**src/rtl/snake_pkg.sv**
```systemverilog
// Shared types and constants for the snake game score path.
package snake_pkg;

  localparam int unsigned SCORE_W           = 7;
  localparam int unsigned SCORE_MAX_DEFAULT = 99;

  typedef enum logic [1:0] {
    PH_IDLE = 2'd0,
    PH_PLAY = 2'd1,
    PH_OVER = 2'd2
  } phase_e;

endpackage

```
**src/rtl/rise_detect.sv**
```systemverilog
// Rising-edge detector: registers the input once and flags a 0->1 transition.
module rise_detect (
  input  logic clk,
  input  logic rst_n,
  input  logic d,
  output logic rise_c
);

  logic d_q;

  always_ff @(posedge clk or negedge rst_n) begin
    if (!rst_n) d_q <= 1'b0;
    else        d_q <= d;
  end

  assign rise_c = d & ~d_q;

endmodule

```
**src/rtl/snake_score_keeper.sv**
```systemverilog
// Saturating score counter and game-phase FSM feeding the two-digit display.
// Optional session best / OVER-phase display alternation: SNAKE_HIGH_SCORE_EN.
module snake_score_keeper
  import snake_pkg::*;
#(
  parameter int unsigned POINTS     = 1,
  parameter int unsigned SCORE_MAX  = SCORE_MAX_DEFAULT,
  parameter int unsigned ALT_CYCLES = 50_000_000
) (
  input  logic               clk,
  input  logic               rst_n,
  input  logic               start,
  input  logic               eat,
  input  logic               game_over,
  output logic [SCORE_W-1:0] score,
  output logic [SCORE_W-1:0] high_score,
  output logic [SCORE_W-1:0] disp_score,
  output logic [1:0]         phase,
  output logic               new_record,
  output logic               show_high
);

  localparam int unsigned SUM_W = 8;

  // Decoder can only render a tens digit up to 9.
  if (SCORE_MAX > 99 || POINTS < 1 || POINTS > 99 || ALT_CYCLES < 1) begin : g_bad_cfg
    $error("snake_score_keeper: illegal parameter set");
  end

  phase_e             state_q, state_d;
  logic [SCORE_W-1:0] score_q, score_d;
  logic [SCORE_W-1:0] disp_q, disp_d;
  logic [SUM_W-1:0]   sum_c;
  logic [SCORE_W-1:0] score_inc_c;
  logic               eat_rise_c;

`ifdef SNAKE_HIGH_SCORE_EN
  localparam int unsigned CNT_W = (ALT_CYCLES > 1) ? $clog2(ALT_CYCLES) : 1;

  logic [SCORE_W-1:0] high_q, high_d;
  logic               rec_q, rec_d;
  logic               show_q, show_d;
  logic [CNT_W-1:0]   cnt_q, cnt_d;
`endif

  rise_detect u_eat_rise (
    .clk    (clk),
    .rst_n  (rst_n),
    .d      (eat),
    .rise_c (eat_rise_c)
  );

  // Widened add so the saturation compare never sees a wrapped sum.
  assign sum_c       = SUM_W'(score_q) + SUM_W'(POINTS);
  assign score_inc_c = (sum_c > SUM_W'(SCORE_MAX)) ? SCORE_W'(SCORE_MAX)
                                                   : sum_c[SCORE_W-1:0];

  always_ff @(posedge clk or negedge rst_n) begin
    if (!rst_n) begin
      state_q <= PH_IDLE;
      score_q <= '0;
      disp_q  <= '0;
`ifdef SNAKE_HIGH_SCORE_EN
      high_q  <= '0;
      rec_q   <= 1'b0;
      show_q  <= 1'b0;
      cnt_q   <= '0;
`endif
    end else begin
      state_q <= state_d;
      score_q <= score_d;
      disp_q  <= disp_d;
`ifdef SNAKE_HIGH_SCORE_EN
      high_q  <= high_d;
      rec_q   <= rec_d;
      show_q  <= show_d;
      cnt_q   <= cnt_d;
`endif
    end
  end

  always_comb begin
    state_d = state_q;
    score_d = score_q;
`ifdef SNAKE_HIGH_SCORE_EN
    high_d  = high_q;
    rec_d   = rec_q;
    show_d  = show_q;
    cnt_d   = cnt_q;
`endif
    case (state_q)
      PH_IDLE: begin
        if (start) begin
          state_d = PH_PLAY;
          score_d = '0;
        end
      end
      PH_PLAY: begin
        // Eat is applied before the game-over record compare.
        if (eat_rise_c) score_d = score_inc_c;
        if (game_over) begin
          state_d = PH_OVER;
`ifdef SNAKE_HIGH_SCORE_EN
          cnt_d  = '0;
          show_d = 1'b0;
          rec_d  = (score_d > high_q);
          if (score_d > high_q) high_d = score_d;
`endif
        end
      end
      PH_OVER: begin
        if (start) begin
          state_d = PH_PLAY;
          score_d = '0;
`ifdef SNAKE_HIGH_SCORE_EN
          rec_d   = 1'b0;
          show_d  = 1'b0;
          cnt_d   = '0;
`endif
        end else begin
`ifdef SNAKE_HIGH_SCORE_EN
          if (cnt_q == CNT_W'(ALT_CYCLES - 1)) begin
            cnt_d  = '0;
            show_d = ~show_q;
          end else begin
            cnt_d  = cnt_q + CNT_W'(1);
          end
`endif
        end
      end
      default: state_d = PH_IDLE;
    endcase

`ifdef SNAKE_HIGH_SCORE_EN
    disp_d = (state_d == PH_OVER && show_d) ? high_d : score_d;
`else
    disp_d = score_d;
`endif
  end

  assign score      = score_q;
  assign disp_score = disp_q;
  assign phase      = state_q;
`ifdef SNAKE_HIGH_SCORE_EN
  assign high_score = high_q;
  assign new_record = rec_q;
  assign show_high  = show_q;
`else
  assign high_score = '0;
  assign new_record = 1'b0;
  assign show_high  = 1'b0;
`endif

endmodule

```
**config.mk**
```make
export PLATFORM = sky130hd
export DESIGN_NAME = snake_score_keeper
export DESIGN_NICKNAME = d
export VERILOG_FILES = /design/src/rtl/snake_pkg.sv /design/src/rtl/rise_detect.sv /design/src/rtl/snake_score_keeper.sv
export SDC_FILE = /design/constraint.sdc
export NUM_CORES = 1
export LEC_CHECK = 0
export CAP_MARGIN = 20
export CORE_AREA = 2 2 39 41
export DETAILED_ROUTE_END_ITERATION = 8
export DIE_AREA = 0 0 41 43
export DONT_BUFFER_PORTS = 1
export GPL_TIMING_DRIVEN = 1
export PLACE_DENSITY = 0.71
export SETUP_SLACK_MARGIN = 0.15
export SYNTH_ARGS = -nofsm -noshare
export SYNTH_HDL_FRONTEND = slang
export SYNTH_SLANG_ARGS = --single-unit
```
**constraint.sdc**
```tcl
create_clock -name clk -period 2.3 [get_ports clk]
set_clock_uncertainty 0.1 [all_clocks]
set_input_delay 0.115 -clock clk [delete_from_list [all_inputs] [get_ports clk]]
set_output_delay 0.115 -clock clk [all_outputs]
set_load 0.01 [all_outputs]
```
==> run_results.csv <==
group,metric,value,unit
global_route,overflow,0,
global_route,grt_pass1_vias,497,
timing,fin_crit,1.88,ns
clocking,cts.sinks,10,
global_route,track_usage,18.5,%
timing,slew_violations,0,
setup_path,cp-end-kind,"register",
run_status,status,"complete, no violations",
floorplan,start_util,53.4,%
floorplan,fp-row-count,14,
pwr,vdd_drop_max,0.000378,V
placed_design,place.gp.congestion,0.711,
clocking,cts_buffer_depth,2,
synthesis,synth_area,739,µm²
pwr,p_sw_share,34.0,%
route,wirelength,1.34,mm
setup_path,crit_path_top_delay_cell,"dfrtp_1",
hold_path,worstHoldPathType,"input port to register",
timing,hold_ws,0.0335,ns
synthesis,synth_edf_count,0,
synthesis,async_flop_share,100,%
hold_path,hold_depth,3,
final_layout,diodes,0,
hold_path,hp-start,"start",
synthesis,yosys.area.top_type_share,33.8,%
timing,fin_crit_sh,81.7,%
final_layout,area_delta_synth_final,2.37,%
synthesis,yosys.area.top_type,"dfrtp_1",
synthesis,netlist_instances,79,
final_layout,drive_gt1_share,17.3,%
setup_path,critPathBufInv,0,
route,vias_per_cell,5.65,
floorplan,die_y,43,µm
timing,hold_viol_final,0,
placed_design,dp_hpwl,950,µm
setup_path,worstPathArrival,1.93,ns
setup_path,timing.rr.end,"disp_score[2]$_DFFE_PN0P_",
clocking,path_clk_slew,0.07,ns
final_layout,nNetsFinal,90,
setup_path,rr_worst_depth,6,
setup_path,crit_required,2.35,ns
clocking,cts_tree,"built",
timing,rsz0062_at_grt,"no",
final_layout,final_cell_area,757,µm²
clocking,clk-insertion-delay-late,0.26,ns
floorplan,die_width,41,µm
synthesis,ys_seq_area_share,33.8,%
floorplan,core-area,1380,µm²
global_route,grt_max_degree,12,
pwr,seqPwrFrac,46.9,%
route,vias,548,
hold_path,whs_endpoint,"disp_score[1]$_DFFE_PN0P_",
pwr,power_switching,0.156,mW
synthesis,synth_area_per_cell,9.36,µm²
placed_design,port_buffers,0,
run,cap_violations,0,
setup_path,max_stage_delay,0.38,ns
clocking,cts-root-buf,"clkbuf_4",
clocking,post_cts_resize_count,0,
global_route,grt_pass1_wl,2.10,mm
timing,setup_viol,0,
clocking,cts_inserted_buffers,3,
setup_path,crit_family,"compound AO/OA/AOI/OAI gates",
setup_path,start_kind,"register",
route,first_pass_iters,4,
pwr,power_leakage,0.318,nW
synthesis,ys_warn_count,0,
pwr,power.internal,0.303,mW
pwr,p_per_area,606,nW/µm²
route,drcViolationCount,0,
clocking,cts_hold_buf,5,
pwr,clkPwrFrac,25.4,%
synthesis,synth_area_leaders,"dfrtp_1 34%, buf_4 16%, ha_1 3.4%, nand3_1 2.7%, nand2_1 2.5%",
setup_path,worstSetupPathType,"register to register",
route,drt_iter0_drc,8,
final_layout,final_common_cell,"dfrtp_1",
setup_path,crit_fanout,8,
global_route,antenna_found_initial,0,
clocking,htree_levels,1,
final_layout,final_cell_mix,"10 x dfrtp_1, 9 x conb_1, 5 x nand2_1, 5 x dlygate4sd3_1",
setup_path,crit_chain,"ha_1, and4_1, a211oi_2, nor3_4, a32oi_1, o21ai_1",
floorplan,die_area,1760,µm²
placed_design,placed_cell_area,684,µm²
floorplan,ios,30,
pwr,combPwrFrac,27.7,%
route,postRouteAntennaNets,0,
timing,max_freq,0.532,GHz
route,wl_per_cell,13.8,µm
synthesis,yosys_register_bits,10,
clocking,cts_setup_buffers,0,
setup_path,r2r-start,"disp_score[0]$_DFFE_PN0P_",
synthesis,synth_flop_cell,"dfrtp_1",
setup_path,ff2ff_setup_slack,0.42,ns
synthesis,yosysUniqueCellTypes,36,
timing,fin_setup_tns,0,ns
sequential cells by signal, summed over array words and instances (netlist names):
| register | flops |
|---|---|
| disp_score | 7 |
| u_eat_rise.d_q | 1 |
| phase | 2 |
area by class of cell:
class	instances	area, µm²
well taps	16	20.0
inverters	3	11.3
flip-flops and latches	10	250
clock buffers	3	22.5
fillers	133	627
multi-input cells	58	388
repair buffers	7	65.1
Yosys cell counts (2+ instances only):
master     n
inv_1      3
a21oi_1    3
ha_1       2
buf_4     16
nor2_1     4
nand2_1    5
o21ai_1    3
nand2b_1   3
nand3_1    4
dfrtp_1   10
through the flow:
step	instances	setup slack, ns	util [%]	total power [mW]
after floorplan	87	0.421	-	0.323
after global placement	89	0.459	49.5	0.329
after detailed placement	89	0.434	49.5	0.332
after CTS	97	0.425	54.7	0.463
after global routing	97	0.260	54.7	0.493
final	97	0.420	54.7	0.459
cells by family (layout without fill, tap and decap cells):
family,count (synthesis),after routing,share of synthesized area [%]
simple gates,30,30,28.4
fa+ha+maj,2,2,3.38
compound gates,16,16,14.9
xor+xnor,1,1,1.18
buf+inv,19,13,17.8
flops,10,10,33.8
other cells,1,9,0.507
power by group through the flow:
stage,clock [mW],sequential [mW],combinational [mW]
finish,0.117,0.215,0.127
global route,0.133,0.219,0.142
CTS,0.120,0.215,0.128
detailed placement,0,0.219,0.113
global placement,0,0.218,0.111
floorplan,0,0.232,0.0911
worst min-delay path, cell delays in order:
cell      delay (ns)
nand2b_1        0.05
a21oi_1         0.14
a31oi_1         0.05
routing by layer:
metal | up-vias | part of all wire [%] | global-route usage, %
met3 | 4 | 5.7 | 4.19
met1 | 256 | 41 | 21.6
li1 | 263 | - | -
met2 | 25 | 51 | 28.4
met4 | 0 | 2.2 | 12.0
met5 | - | 0 | 0
worst max-delay path by stage:
stage	startpoint	end	slack (ns)	depth (start not counted)
final	disp_score[0]$_DFFE_PN0P_	disp_score[2]$_DFFE_PN0P_	0.42	6
after global placement	disp_score[0]$_DFFE_PN0P_	disp_score[2]$_DFFE_PN0P_	0.46	6
after global routing	disp_score[2]$_DFFE_PN0P_	disp_score[0]$_DFFE_PN0P_	0.26	5
after CTS	disp_score[0]$_DFFE_PN0P_	disp_score[2]$_DFFE_PN0P_	0.42	6
after detailed placement	disp_score[2]$_DFFE_PN0P_	disp_score[0]$_DFFE_PN0P_	0.43	5
after floorplan	disp_score[0]$_DFFE_PN0P_	disp_score[2]$_DFFE_PN0P_	0.42	6
Note: power is estimated with default switching activity, not from simulation.
